===== config.mk =====
export PLATFORM = sky130hd
export DESIGN_NAME = spi_slave_ctrl
export DESIGN_NICKNAME = d
export VERILOG_FILES = /design/src/rtl/spi_pkg.sv /design/src/rtl/spi_tx_shifter.sv /design/src/rtl/spi_slave_ctrl.sv
export SDC_FILE = /design/constraint.sdc
export NUM_CORES = 1
export LEC_CHECK = 0
export ABC_AREA = 1
export CORE_UTILIZATION = 55
export DETAILED_ROUTE_END_ITERATION = 6
export PLACE_DENSITY = 0.76
export SETUP_SLACK_MARGIN = 0.2
export SYNTH_ARGS = -nofsm -noshare
export SYNTH_HDL_FRONTEND = slang
export SYNTH_SLANG_ARGS = --single-unit
export TNS_END_PERCENT = 1

===== constraint.sdc =====
create_clock -name clk -period 1.6 [get_ports clk]
set_clock_uncertainty 0.05 [all_clocks]
set_input_delay 0.16 -clock clk [delete_from_list [all_inputs] [get_ports clk]]
set_output_delay 0.16 -clock clk [all_outputs]
set_load 0.05 [all_outputs]

===== src/rtl/spi_pkg.sv =====
// Shared types and constants for the SPI slave front end.
// Holds the FSM state enum, command encodings, frame width and a command check helper.
package spi_pkg;

   localparam int FRAME_W = 10;

   localparam logic [1:0] CMD_WR_ADDR = 2'b00;
   localparam logic [1:0] CMD_WR_DATA = 2'b01;
   localparam logic [1:0] CMD_RD_ADDR = 2'b10;
   localparam logic [1:0] CMD_RD_DATA = 2'b11;

   typedef enum logic [2:0] {
      IDLE,
      CHK_CMD,
      WRITE,
      READ_ADD,
      READ_DATA
   } state_t;

   // True when the frame command matches the path the FSM took.
   function automatic logic cmd_match(input state_t s, input logic [1:0] cmd);
      logic ok;
      ok = 1'b0;
      case (s)
         WRITE:     ok = (cmd == CMD_WR_ADDR) || (cmd == CMD_WR_DATA);
         READ_ADD:  ok = (cmd == CMD_RD_ADDR);
         READ_DATA: ok = (cmd == CMD_RD_DATA);
         default:   ok = 1'b0;
      endcase
      return ok;
   endfunction

endpackage


===== src/rtl/spi_tx_shifter.sv =====
// Parallel-load, MSB-first serialiser for RAM read data.
// Ports: clk, rst (async high), clr (sync abort), load, din -> bit_out, done (last-bit edge).
module spi_tx_shifter
   import spi_pkg::*;
#(
   parameter int W = 8
) (
   input  logic         clk,
   input  logic         rst,
   input  logic         clr,
   input  logic         load,
   input  logic [W-1:0] din,
   output logic         bit_out,
   output logic         done
);

   localparam int CW = (W > 1) ? $clog2(W) : 1;
   localparam logic [CW-1:0] LAST = CW'(W - 1);

   logic [W-1:0]  sr;
   logic [CW-1:0] cnt;
   logic          active;

   assign bit_out = active & sr[W-1];
   // High during the cycle showing the final bit; the next edge ends transmission.
   assign done = active & (cnt == LAST);

   always_ff @(posedge clk or posedge rst) begin
      if (rst) begin
         sr     <= '0;
         cnt    <= '0;
         active <= 1'b0;
      end else if (clr) begin
         sr     <= '0;
         cnt    <= '0;
         active <= 1'b0;
      end else if (load) begin
         sr     <= din;
         cnt    <= '0;
         active <= 1'b1;
      end else if (active) begin
         if (done) begin
            sr     <= '0;
            cnt    <= '0;
            active <= 1'b0;
         end else begin
            sr  <= {sr[W-2:0], 1'b0};
            cnt <= cnt + CW'(1);
         end
      end
   end

endmodule


===== src/rtl/spi_slave_ctrl.sv =====
// SPI slave front end: MOSI frames -> rx_data/rx_valid, RAM read data -> MISO.
// Ports: clk, rst, SS_n, MOSI, MISO, rx_data, rx_valid, tx_data, tx_valid, err.
// Optional macro SPI_SLAVE_CMD_CHECK_EN enables command/path checking on err.
module spi_slave_ctrl
   import spi_pkg::*;
#(
   parameter int DATA_WIDTH = 8
) (
   input  logic                  clk,
   input  logic                  rst,
   input  logic                  SS_n,
   input  logic                  MOSI,
   output logic                  MISO,
   output logic [DATA_WIDTH+1:0] rx_data,
   output logic                  rx_valid,
   input  logic [DATA_WIDTH-1:0] tx_data,
   input  logic                  tx_valid,
   output logic                  err
);

   localparam int FW = DATA_WIDTH + 2;
   localparam logic [3:0] BIT0_CNT = 4'(FW - 2);
   localparam logic [3:0] DONE_CNT = 4'(FW - 1);

   state_t        state_q;
   state_t        state_d;
   logic [FW-2:0] rx_sr;
   logic [3:0]    cnt;
   logic          rd_addr_ok;
   logic          tx_wait;
   logic          tx_load;
   logic          tx_done;
   logic          rx_phase;
   logic          frame_end;
   logic          frame_ok;
   logic [FW-1:0] frame;

   assign rx_phase = (state_q == WRITE) || (state_q == READ_ADD) ||
                     (state_q == READ_DATA);
   assign frame = {rx_sr, MOSI};
   // Abort wins over a simultaneous bit-0 sample.
   assign frame_end = rx_phase && !SS_n && (cnt == BIT0_CNT);

`ifdef SPI_SLAVE_CMD_CHECK_EN
   assign frame_ok = cmd_match(state_q, frame[FW-1:FW-2]);
`else
   assign frame_ok = 1'b1;
`endif

   // tx_valid only counts between a good READ_DATA frame and the load.
   assign tx_load = (state_q == READ_DATA) && tx_wait && tx_valid && !SS_n;

   always_ff @(posedge clk or posedge rst) begin
      if (rst) state_q <= IDLE;
      else     state_q <= state_d;
   end

   always_comb begin
      state_d = state_q;
      if (SS_n) begin
         state_d = IDLE;
      end else begin
         case (state_q)
            IDLE:    state_d = CHK_CMD;
            CHK_CMD: begin
               if (!MOSI)          state_d = WRITE;
               else if (rd_addr_ok) state_d = READ_DATA;
               else                 state_d = READ_ADD;
            end
            default: state_d = state_q;
         endcase
      end
   end

   always_ff @(posedge clk or posedge rst) begin
      if (rst) begin
         rx_sr      <= '0;
         cnt        <= '0;
         rx_data    <= '0;
         rx_valid   <= 1'b0;
         rd_addr_ok <= 1'b0;
         tx_wait    <= 1'b0;
      end else begin
         rx_valid <= frame_end & frame_ok;
         if (frame_end) rx_data <= frame;

         if (SS_n) begin
            rx_sr <= '0;
            cnt   <= '0;
         end else if (state_q == CHK_CMD) begin
            rx_sr <= {rx_sr[FW-3:0], MOSI};
            cnt   <= '0;
         end else if (rx_phase && (cnt != DONE_CNT)) begin
            rx_sr <= {rx_sr[FW-3:0], MOSI};
            cnt   <= cnt + 4'd1;
         end

         if (SS_n || tx_load)
            tx_wait <= 1'b0;
         else if (frame_end && frame_ok && (state_q == READ_DATA))
            tx_wait <= 1'b1;

         if (frame_end && frame_ok && (state_q == READ_ADD))
            rd_addr_ok <= 1'b1;
         else if (tx_done && !SS_n)
            rd_addr_ok <= 1'b0;
      end
   end

`ifdef SPI_SLAVE_CMD_CHECK_EN
   always_ff @(posedge clk or posedge rst) begin
      if (rst) err <= 1'b0;
      else     err <= frame_end & ~frame_ok;
   end
`else
   assign err = 1'b0;
`endif

   spi_tx_shifter #(
      .W (DATA_WIDTH)
   ) u_tx (
      .clk     (clk),
      .rst     (rst),
      .clr     (SS_n),
      .load    (tx_load),
      .din     (tx_data),
      .bit_out (MISO),
      .done    (tx_done)
   );

endmodule


# --- Yosys cells after proc, flatten, opt, wreduce, memory -nomap -nowiden ---
# Index checks and enable logic that the tools add are counted.
op_classes:
  eq_ne: 7
  bitwise: 2
  add_sub_neg: 2
  mux: 26
  n_reduce_logical: 19
op_table:
  columns: ["operator", "count"]
  rows:
  - ["$mux 8", 4]
  - ["$mux 9", 3]
  - ["$mux 3", 7]
  - ["$mux 4", 3]
  - ["$logic_and 1x1->1", 9]
  - ["$reduce_bool 3->1", 3]
  - ["$mux 1", 8]
  - ["$eq 3x2->1 const B", 2]
  - ["$eq 3x3->1 const B", 2]
  - ["$pmux 3 s2", 1]
  - ["$add 4x1->4 const B", 1]
  - ["$eq 4x4->1 const B", 1]
  - ["$ne 4x4->1 const B", 1]
  - ["$reduce_bool 2->1", 2]
  - ["$add 3x1->3 const B", 1]
  - ["$eq 3x1->1 const B", 1]
  - ["$logic_not 3->1", 1]
  - ["$logic_or 1x1->1", 3]
  - ["$and 1x1->1", 2]
  - ["$logic_not 1->1", 1]
totals:
  regBits: 41
  in_bits: 13

# --- Depth between registers and ports, before layout ---
# Gate-level depths: netlist (run 1).
depth:
  ltp_word: 8
  mapped_depth: 9
  ltp_nobuf: 9

# --- Modules after synthesis ---
# A second synthesis (run 1) with hierarchy kept.
unflattened:
  hier_cells: 241
  hier_area_um2: 2098.3
modules_own_cells:
  columns: ["mod", "seq_area_each_um2", "area_each_um2", "n_inst", "cells_per_inst"]
  rows:
  - ["spi_slave_ctrl", 725.7, 1467.7, 1, 157]
  - ["spi_tx_shifter", 300.3, 630.6, 1, 84]

# --- Worst setup path after synthesis (run 1) ---
# OpenSTA, ideal clock, no wires.
synth_timing:
  path_kind: "register to register"
  from: "register u_tx.cnt[0]"
  to: "register u_tx.cnt[0]"
  setup_time_ps: 69
  t_arrival_ps: 1296
  path_stages_with_launch: 6
  period_less_slack_ps: 1414
  t_required_ps: 1481
  setup_slack_ps: 186
  path_buffers: 0
  path_cell_list: "dfrtp_1 > ha_1 > ha_1 > or2_1 > mux2_2 > nor2_2"
synth_via:
  elab_chain_cells: 6
  elab_cells_between_ends: 7
  cone_classes: "add/sub: 1; eq/ne: 1; mux: 4; bitwise: 1"
synth_lines:
  columns: ["element", "line", "source"]
  rows:
  - ["start, declared", "spi_tx_shifter.sv:21", "logic [CW-1:0] cnt;"]
  - ["start signal, assigned", "spi_tx_shifter.sv:48", "cnt <= cnt + CW'(1);"]
  - ["branches (longest 2 deep; another with $add 3x1->3)", null, null]
  - ["$mux 3 *", "spi_tx_shifter.sv:42", "if (done) begin"]
  - ["$mux 3 *", "spi_tx_shifter.sv:41", "end else if (active) begin"]
  - ["$mux 3 *", "spi_tx_shifter.sv:37", "end else if (load) begin"]
  - ["$mux 3 *", "spi_tx_shifter.sv:33", "end else if (clr) begin"]
# Mark *: on every way between the ends. The select of a mux whose other input is x is not followed.
# A chain may end at the register's enable or synchronous reset.

# --- Worst setup path in the final report (run 1) ---
# Ends and elaborated chain as after synthesis.

==> metrics.txt, run 1 <==
Peak VDD IR 0.614 mV; fin crit share about nine tenths; Final min period around 1.4 ns; fin. max-slew vios 0; dpl hpwl roughly 2900 um; I/O Buffers 24; area share of the largest cell type after synthesis between 40% and 50%; layout cells sized above 1 about a quarter; hold crit path type in -> async; clock latency at the later pin of the worst-skew pair just under 0.3 ns; Area Overhead vs Synth 28.1%; Row Count 22; Layout Utilization 73.9%; syn_area_per_cell between 8 and 9 um^2; Synth Cell Area between 2000 and 2500 um^2; first-pass GRT wire length slightly below 8000 um; Max-Cap Viols 0; IO Count 26; crit path kind reg -> reg; Seq. cell area just over 1000 um^2; CTS root buf clkbuf_8; Worst-path clk slew 0.07 ns; synth unique cells 30; Multi-input gate area 987 um^2; All-Layer GR Usage approximately a quarter; Final Setup Violations 0; DRT Pass-1 Iters 6; number of diodes 0; gp weighted congestion 0.823; final-report hold violation count 0; Vias approximately 1800; largest cells by area after synthesis dfrtp_1 (48%), nand2_1 (14%), nand3_1 (5.4%); Seq cells post-synth between 40 and 50; Worst Path Max Fanout 3; H-tree level count 2; Pleak 1.41 nW; Worst Setup Start Kind flop; Synth Warn # 0; grt ovf 0; drt via density 5.01; DRC 0; Seq/Total Area, Yosys around half; post-synthesis net count about 280; Chip Width between 60 and 70 um; CP Capture Type flop; largest net degree at the start of global routing between 40 and 50; Worst Path Arrival between 1.5 and 2 ns; full die area 4120 um^2; highest clock rate between 600 and 700 MHz; routed len/inst approximately 13 um; 1st-iter DRT viols ~110; post-synth top area cell dfrtp_1; number of buffers created by CTS 5; overall routed net length between 4000 and 5000 um; fin area around 2700 um^2; power density over the cells between 700 and 800 nW/um^2; status completed; RSZ-0062 raised after global routing yes; Fillers 280; core area around 3700 um^2; initial antenna violation count 0; vias in the first global route between 1500 and 2000; Synth Instances about 260; # nets final 326; clock net sink count 41; maximum buffer depth of the clock tree 2; CTS tree done; Initial Utilization between 50% and 60%; ANT nets after route 0; DP Area between 2000 and 2500 um^2; critical path required time approximately 1.8 ns; die extent in y 64.2 um
where the power goes:
| group | switching, mW | internal [mW] | total [mW] | leakage (nW) |
|---|---|---|---|---|
| combinational | 0.227 | 0.169 | 0.396 | 0.807 |
| sequential | 0.0423 | 1.07 | 1.11 | 0.561 |
| clock | 0.339 | 0.302 | 0.641 | 0.0450 |
cell families (layout without fill, tap and decap cells):
kind of cell	count (synthesis)	after routing	synth area share [%]
xor+xnor	1	1	0.412
flops	41	41	48.2
simple gates	153	155	33.5
fa+ha+maj	5	5	2.94
mux	1	1	0.529
compound gates	19	19	5.00
buf+inv	42	86	9.23
other cells	1	1	0.176
per-layer routing:
| layer | global-route usage, % | wire [um] |
|---|---|---|
| met5 | 0 | 0 |
| met4 | 6.11 | 31 |
| met1 | 29.9 | 2020 |
| met3 | 5.89 | 181 |
| met2 | 42.4 | 2270 |
cells in the final DEF, fill, tap and decap left out:
| master | instances |
|---|---|
| nor2_1 | 18 |
| nand3b_1 | 1 |
| nand2_1 | 79 |
| nand3_4 | 1 |
| ha_4 | 2 |
| clkbuf_1 | 1 |
| o21ai_0 | 2 |
| buf_6 | 1 |
| or2_4 | 1 |
| conb_1 | 1 |
| buf_12 | 5 |
| nor2_4 | 3 |
| inv_4 | 1 |
| clkinv_4 | 1 |
| dfrtp_1 | 37 |
| a21oi_1 | 6 |
| ha_2 | 1 |
| inv_1 | 22 |
| clkbuf_8 | 5 |
| nor2_2 | 3 |
| o21ai_1 | 10 |
| nand4_1 | 9 |
| o21ai_4 | 1 |
| buf_4 | 27 |
| nand3_1 | 23 |
| dfrtp_2 | 4 |
| inv_2 | 9 |
| ha_1 | 2 |
| clkinv_2 | 2 |
| nor3_4 | 1 |
| clkdlybuf4s50_1 | 12 |
| nand2_2 | 6 |
| nor3_1 | 4 |
| mux2_4 | 1 |
| xnor2_1 | 1 |
| nand2_4 | 6 |
worst max-delay path: stages (launching register included):
cell	delay, ns
dfrtp_1	0.39
ha_2	0.20
ha_4	0.16
or2_4	0.23
mux2_4	0.28
nor2_2	0.07
final timing paths:
check,endpoint,startpoint,slack [ns],cells after the start
worst max register to register,u_tx.cnt[0],u_tx.cnt[0],0.16,5
worst min-delay path,rx_valid,rst,0.16,3
max in group asynchronous,cnt[0],rst,1.11,3
worst max-delay path,u_tx.cnt[0],u_tx.cnt[0],0.16,5
worst min register to register,u_tx.sr[0],u_tx.sr[0],0.43,2
min in group clk,u_tx.sr[0],tx_data[0],0.39,3
Yosys cell counts:
cell type	number
nand2_1	81
dfrtp_1	41
clkinv_2	1
buf_6	3
nand3b_1	1
buf_2	1
nor2_4	2
clkbuf_1	2
xnor2_1	1
nand3_1	23
nor3_4	1
o21ai_1	9
inv_1	25
nand4_1	9
conb_1	1
nor2_1	20
buf_4	3
nor3_1	4
o21ai_4	1
mux2_2	1
nand2_4	2
inv_2	6
nor2_2	2
o21ai_0	3
nand2_2	6
ha_1	5
nand3_4	1
or2_1	1
inv_4	1
a21oi_1	6
metrics by stage:
| stage | instances | hold WS, ns | total power [mW] | setup WS, ns | setup TNS [ns] |
|---|---|---|---|---|---|
| after floorplan | 263 | 0.260 | 1.35 | 0.204 | 0 |
| after global placement | 333 | 0.409 | 1.42 | 0.0956 | 0 |
| after detailed placement | 333 | 0.414 | 1.43 | -0.0511 | -0.0710 |
| after CTS | 353 | 0.177 | 2.15 | 0.163 | 0 |
| after global routing | 357 | 0.197 | 2.25 | 0.113 | 0 |
| final | 357 | 0.164 | 2.15 | 0.163 | 0 |
registers in the layout, summed over array words and instances, names as in the netlist:
register,count
cnt,4
u_tx.active,1
rd_addr_ok,1
u_tx.cnt,3
rx_sr,9
state_q,3
rx_valid,1
tx_wait,1
u_tx.sr,8
rx_data,10
layout make-up:
cell class	instances	area share, %
clock buffer	6	2.66
sequential	41	37.8
clock inverter	2	0.367
tap	48	2.20
timing repair buffer	45	15.9
multi-input combinational	182	36.2
inverter	33	4.82
what timing repair did:
| item | CTS | global route |
|---|---|---|
| endpoints found under the setup margin | 33 | 35 |
| gates cloned | 2 | 0 |
| pin swaps | 9 | 7 |
| hold buffers | 0 | 0 |
| hold endpoints to repair | 0 | 0 |
| setup buffers | 10 | 4 |
| resized for setup | 18 | 8 |
Note: power is estimated with default switching activity, not from simulation.
==> run 2: changes to the inputs <==
CORE_UTILIZATION = 25   (was 55)
CTS_CLUSTER_DIAMETER = 100   (was unset)
DONT_BUFFER_PORTS = 1   (was unset)
PLACE_DENSITY = 0.35   (was 0.76)
==> run 2 against run 1 <==
Effect of this change: worst hold slack worse by 0.12 ns; first-iteration DRC count is 44% lower; clock power grew 35%; clock-buffer cell count grew 1; fmax increased by 0.46%; sequential share of layout area rose by 1.4 points; sequential cell count did not move; setup slack better by 0.0066 ns; critical endpoint unchanged; largest cell class unchanged; largest power group unchanged; highest routed layer unchanged.
==> metrics.txt, run 2 (synthesized netlist as in run 1, its figures left out) <==
status completed; GRT met2 Usage 20.7% (-22 points); DRT Pass-1 Iters 4 (-2); highest clock rate 699 MHz (+0.46%); I/O Buffers 0 (-100%); 1st-iter DRT viols 62 (-44%); final-report hold violation count 0 (unchanged); overall routed net length 5130 um (+14%); Area Overhead vs Synth 23.5%; crit path kind reg -> reg; Final Setup Violations 0 (unchanged); die extent in y 94.3 um (+47%); fin crit share 89.4% (-0.41 points); GR Layer Usage met3 3.16% (-2.7 points); CTS root buf clkbuf_8; DRC 0 (unchanged); Worst Setup Start Kind flop; maximum buffer depth of the clock tree 2 (unchanged); clock group share of total power 37.1% (+7.3 points); dpl hpwl 3260 um (+14%); Worst-Margin Slew roughly 0.59 ns; critical path endpoint u_tx.cnt[0]; global route hottest layer met2; All-Layer GR Usage 12.5% (-12 points); # nets final 308 (-5.5%); Top Family by Delay on Critical Path flip-flops; Worst Hold Slack 0.0413 ns (-0.123 ns); Switching Share 26.3% (-2.0 points); most common cell after layout, fill and taps aside nand2_1; clock latency at the later pin of the worst-skew pair 0.28 ns (about the same); full die area 8890 um^2 (+120%); Reg2Reg Depth 5 (unchanged); grt ovf 0 (unchanged); critical path required time 1.77 ns (about the same); Cell Chain, Critical Path ha_2 > ha_4 > or2_4 > mux2_4 > nor2_2; crit-path max cell delay 0.39 ns (about the same); clock net sink count 41 (unchanged); Peak VDD IR 0.464 mV (-25%); Worst Path Arrival 1.61 ns (about the same); first-pass GRT wire length 8400 um (+9.1%); ANT nets after route 0 (unchanged); hold crit path type in -> reg; Finished Layout Cells 396 (+11%); Fillers 876 (+210%); WP buf/inv 0 (unchanged); Initial Utilization 25.9% (-32 points); commonest cells after routing, fill and taps aside nand2_1 (80), dfrtp_1 (37), nand3_1 (23); gp weighted congestion 0.683 (-17%); met1 Use GR 16.4% (-14 points); biggest regs rx_data (10), rx_sr (9), u_tx.sr (8); fin. max-slew vios 0 (unchanged); IO Count 26 (unchanged); vias in the first global route 1632 (-5.1%); Final min period 1.43 ns (-0.00657 ns); start point of the critical path u_tx.cnt[1]; sequential share of power 47.4% (-4.4 points); FF-to-FF End u_tx.cnt[0]; initial antenna violation count 0 (unchanged); worst r2r src u_tx.cnt[1]; placed cell count 368 (+11%); Crit-path slowest cell dfrtp_1; number of diodes 0 (unchanged); Top reg by flops rx_data; relative slew slack approximately 60%; Gate power share 15.5% (-2.9 points); Vias 1673 (-6.5%); Sum Neg Setup Slack 0 ns (unchanged); reg-to-reg setup timing slack 0.17 ns (about the same); Worst-path clk slew 0.08 ns (about the same); power density over the cells 892 nW/um^2 (+13%); Internal 1.73 mW (+12%); Crit path depth 5 (unchanged); drt via density 4.22 (-16%); routed len/inst 13.0 um (+2.7%); H-tree level count 2 (unchanged); RSZ-0062 raised after global routing yes; core area 8220 um^2 (+120%); number of buffers created by CTS 5 (unchanged); largest net degree at the start of global routing 42 (unchanged); max FFs per register 10 (unchanged); Worst Path Max Fanout 3 (unchanged); Pleak 1.31 nW (-7.3%); Chip Width 94.3 um (+47%); CP Capture Type flop; P_sw 616 uW (+1.3%); CTS tree done; Row Count 33 (+50%); layout cells sized above 1 23.7% (-2.5 points); Max-Cap Viols 0 (unchanged)
run 2: worst min-delay path by stage:
stage / startpoint / endpoint / slack, ns / depth (start not counted)
after global placement: rst / u_tx.cnt[1] / 0.09 / 2
after floorplan: SS_n / rd_addr_ok / 0.26 / 2
after detailed placement: rst / u_tx.cnt[1] / 0.09 / 2
after global routing: MOSI / rx_sr[0] / 0.06 / 4
after CTS: MOSI / rx_sr[0] / 0.03 / 4
final: MOSI / rx_sr[0] / 0.04 / 4
run 2: final cells by class:
type	instances	area, um^2	share of cell area, %
clock inverter	1	30.0	1.14
timing repair buffer	28	253	9.62
tap	105	131	5.00
multi-input combinational	181	961	36.6
sequential	41	1030	39.2
clock buffer	7	86.3	3.29
inverter	33	135	5.14
run 2: tightest hold or removal path, cell delays in order:
cell     delay (ns)
nand2_1        0.04
inv_1          0.05
nand2_1        0.06
nand2_1        0.04
run 2: layer usage:
layer	vias to the layer above	wire length, um
met5	-	0
met4	0	28
met3	2	189
met2	16	2420
met1	773	2500
li1	882	-
run 2: stage by stage:
stage	instance area [um^2]	util, %	total power, mW	setup slack, ns
2_1_floorplan	2130	-	1.35	0.204
3_5_place_dp	2270	27.6	1.41	0.0490
3_3_place_gp	2270	27.6	1.41	0.0949
4_1_cts	2530	30.8	2.36	0.147
5_1_grt	2630	32.0	2.47	0.143
6_report	2630	32.0	2.34	0.169
run 2: timing repair:
action	in CTS	in global routing
setup endpoints to repair	35	37
gates resized for setup	9	15
setup buffers	8	7
hold endpoints to repair	57	0
pin swaps	5	7
hold buffers	4	0
cloned	1	0
run 2: power by group through the flow:
stage          logic, mW  registers [mW]  clock network [mW]
6_report           0.364            1.11               0.868
5_1_grt            0.406            1.12               0.951
4_1_cts            0.341            1.11               0.910
3_5_place_dp       0.280            1.13                   0
3_3_place_gp       0.283            1.13                   0
2_1_floorplan      0.231            1.12                   0
==> run 3: changes to the inputs <==
REMOVE_ABC_BUFFERS = 1   (was unset)
clock period = 1.35 ns   (was 1.6 ns; I/O delays follow)
==> run 3 against run 2 <==
Effect of this change: sequential power up 18%; routed wire length up 1.0%; setup slack worse by 0.25 ns; clock-buffer cell count down 1; critical endpoint unchanged; clock power up 23%; largest power group unchanged; cell area up 6.2%; largest cell class unchanged; the flow now finishes with violations (negative setup slack); sequential cell count unchanged; core utilization up 2.0 points.
==> metrics.txt, run 3 (synthesized netlist as in run 1, its figures left out) <==
status complete, but fails checks; failing checks negative setup slack; clock net sink count 41 (unchanged); Internal 2.06 mW (+19%); I/O Buffers 0 (unchanged); Worst Path Arrival 1.63 ns (+0.02 ns); Top reg by flops rx_data; DRC 0 (unchanged); Row Count 33 (unchanged); crit-path max cell delay 0.39 ns (about the same); sequential share of power 45.9% (-1.5 points); Area Overhead vs Synth 31.1%; first-pass GRT wire length 8780 um (+4.6%); number of diodes 0 (unchanged); Gate power share 16.6% (+1.1 points); Peak VDD IR 0.397 mV (-14%); Initial Utilization 25.9% (unchanged); maximum buffer depth of the clock tree 2 (unchanged); Worst Hold Slack 0.0117 ns (-0.0296 ns); max FFs per register 10 (unchanged); Layout Utilization 34.0% (+2.0 points); Vias 1746 (+4.4%); layout cells sized above 1 30.1% (+6.4 points); Chip Width 94.3 um (unchanged); clock group share of total power 37.5% (+0.4 points); clock latency at the later pin of the worst-skew pair 0.30 ns (+0.02 ns); Cell Chain, Critical Path ha_2 > ha_4 > or2_4 > mux2_4 > nor2_2; die extent in y 94.3 um (unchanged); CTS root buf clkbuf_8; ANT nets after route 0 (unchanged); drt via density 4.29 (+1.5%); Worst-Margin Slew 0.629 ns (+0.0347 ns); CTS tree done; routed len/inst 12.7 um (-1.7%); full die area 8890 um^2 (unchanged); highest clock rate 697 MHz (-0.35%); # Post-CTS Setup Buffers 0 (-8); P_sw 796 uW (+29%); WP buf/inv 0 (unchanged); Final WS setup -0.0857 ns (-0.255 ns); relative slew slack 58.1% (-2.2 points); Top Family by Delay on Critical Path flip-flops; Worst-path clk slew 0.08 ns (about the same); # nets final 319 (+3.6%); Max-Cap Viols 0 (unchanged); RSZ-0062 raised after global routing yes; gp weighted congestion 0.756 (+11%); Finished Layout Cells 407 (+2.8%); hold crit path type in -> reg; fin. max-slew vios 0 (unchanged); most common cell after layout, fill and taps aside nand2_1; placed cell count 395 (+7.3%); Tot Pwr 2.85 mW (+22%); Switching Share 27.9% (+1.6 points); critical path required time 1.54 ns (-0.23 ns); Final Setup Violations 11 (+11); All-Layer GR Usage 13.2% (+0.64 points); H-tree level count 2 (unchanged); DRT Pass-1 Iters 4 (unchanged); grt ovf 0 (unchanged); fin crit share 106% (+17 points); Worst Path Max Fanout 3 (unchanged); Worst Setup Start Kind flop; vias in the first global route 1764 (+8.1%); crit path kind reg -> reg; power density over the cells 1020 nW/um^2 (+15%); core area 8220 um^2 (unchanged); largest net degree at the start of global routing 42 (unchanged); number of buffers created by CTS 5 (unchanged); Pleak 1.37 nW (+4.8%); dpl hpwl 3490 um (+7.0%); Sum Neg Setup Slack -0.168 ns (-0.168 ns); overall routed net length 5180 um (+1.0%); Final min period 1.44 ns (+0.00498 ns); commonest cells after routing, fill and taps aside nand2_1 (79), dfrtp_1 (39), buf_4 (31); 1st-iter DRT viols 75 (+21%); IO Count 26 (unchanged); biggest regs rx_data (10), rx_sr (9), u_tx.sr (8); CP Capture Type flop; Crit-path slowest cell dfrtp_1; final-report hold violation count 0 (unchanged); initial antenna violation count 0 (unchanged)
## run 3: final cells by class
class                   count  area, um^2
clock buffers               6        82.6
clock inverters             2        37.5
fillers                   895        5430
inverters                  33         138
multi-input cells         180        1010
flip-flops and latches     41        1030
well taps                 105         131
repair buffers             40         358
## run 3: path summary, 6_finish.rpt
path,startpoint,slack [ns],end,depth (start not counted)
hold / removal,tx_data[2],0.01,u_tx.sr[2],4
hold reg to reg,u_tx.sr[0],0.43,u_tx.sr[0],2
max in group asynchronous,rst,0.76,state_q[0],3
min in group asynchronous,rst,0.26,u_tx.sr[7],3
setup / recovery,u_tx.cnt[1],-0.09,u_tx.cnt[0],5
setup reg to reg,u_tx.cnt[1],-0.09,u_tx.cnt[0],5
## run 3: metal layers
metal,up-vias,share of wire [%],global-route usage (%)
met5,-,0,0
met1,822,46,17.0
met3,6,4.0,3.24
met2,22,48,21.0
li1,896,-,-
met4,0,1.6,5.00
## run 3: power by group through the flow
stage                     logic (mW)  registers [mW]  clock network [mW]
final                          0.472            1.31                1.07
after global routing           0.533            1.32                1.15
after CTS                      0.466            1.31                1.11
after detailed placement       0.412            1.33                   0
after global placement         0.412            1.33                   0
after floorplan                0.217            1.34                   0
## run 3: repair_timing
action                                 CTS  global route
gates resized for setup                 19            18
hold buffers                             4             0
pin swaps                               10            11
setup endpoints to repair               39            43
endpoints found under the hold margin   57             0
## run 3: worst register-to-register path: cells and delay by family, from the launching register on
family                     cells  cell delay [ns]
DFF                            1             0.39
adders and majority gates      2             0.36
and+or+nand+nor                2             0.30
muxes                          1             0.27
## run 3: stage by stage
step | cell area [um^2] | setup slack (ns)
2_1_floorplan | 2060 | -0.0644
3_3_place_gp | 2500 | -0.0903
3_5_place_dp | 2500 | -0.127
4_1_cts | 2720 | -0.101
5_1_grt | 2790 | -0.132
6_report | 2790 | -0.0857
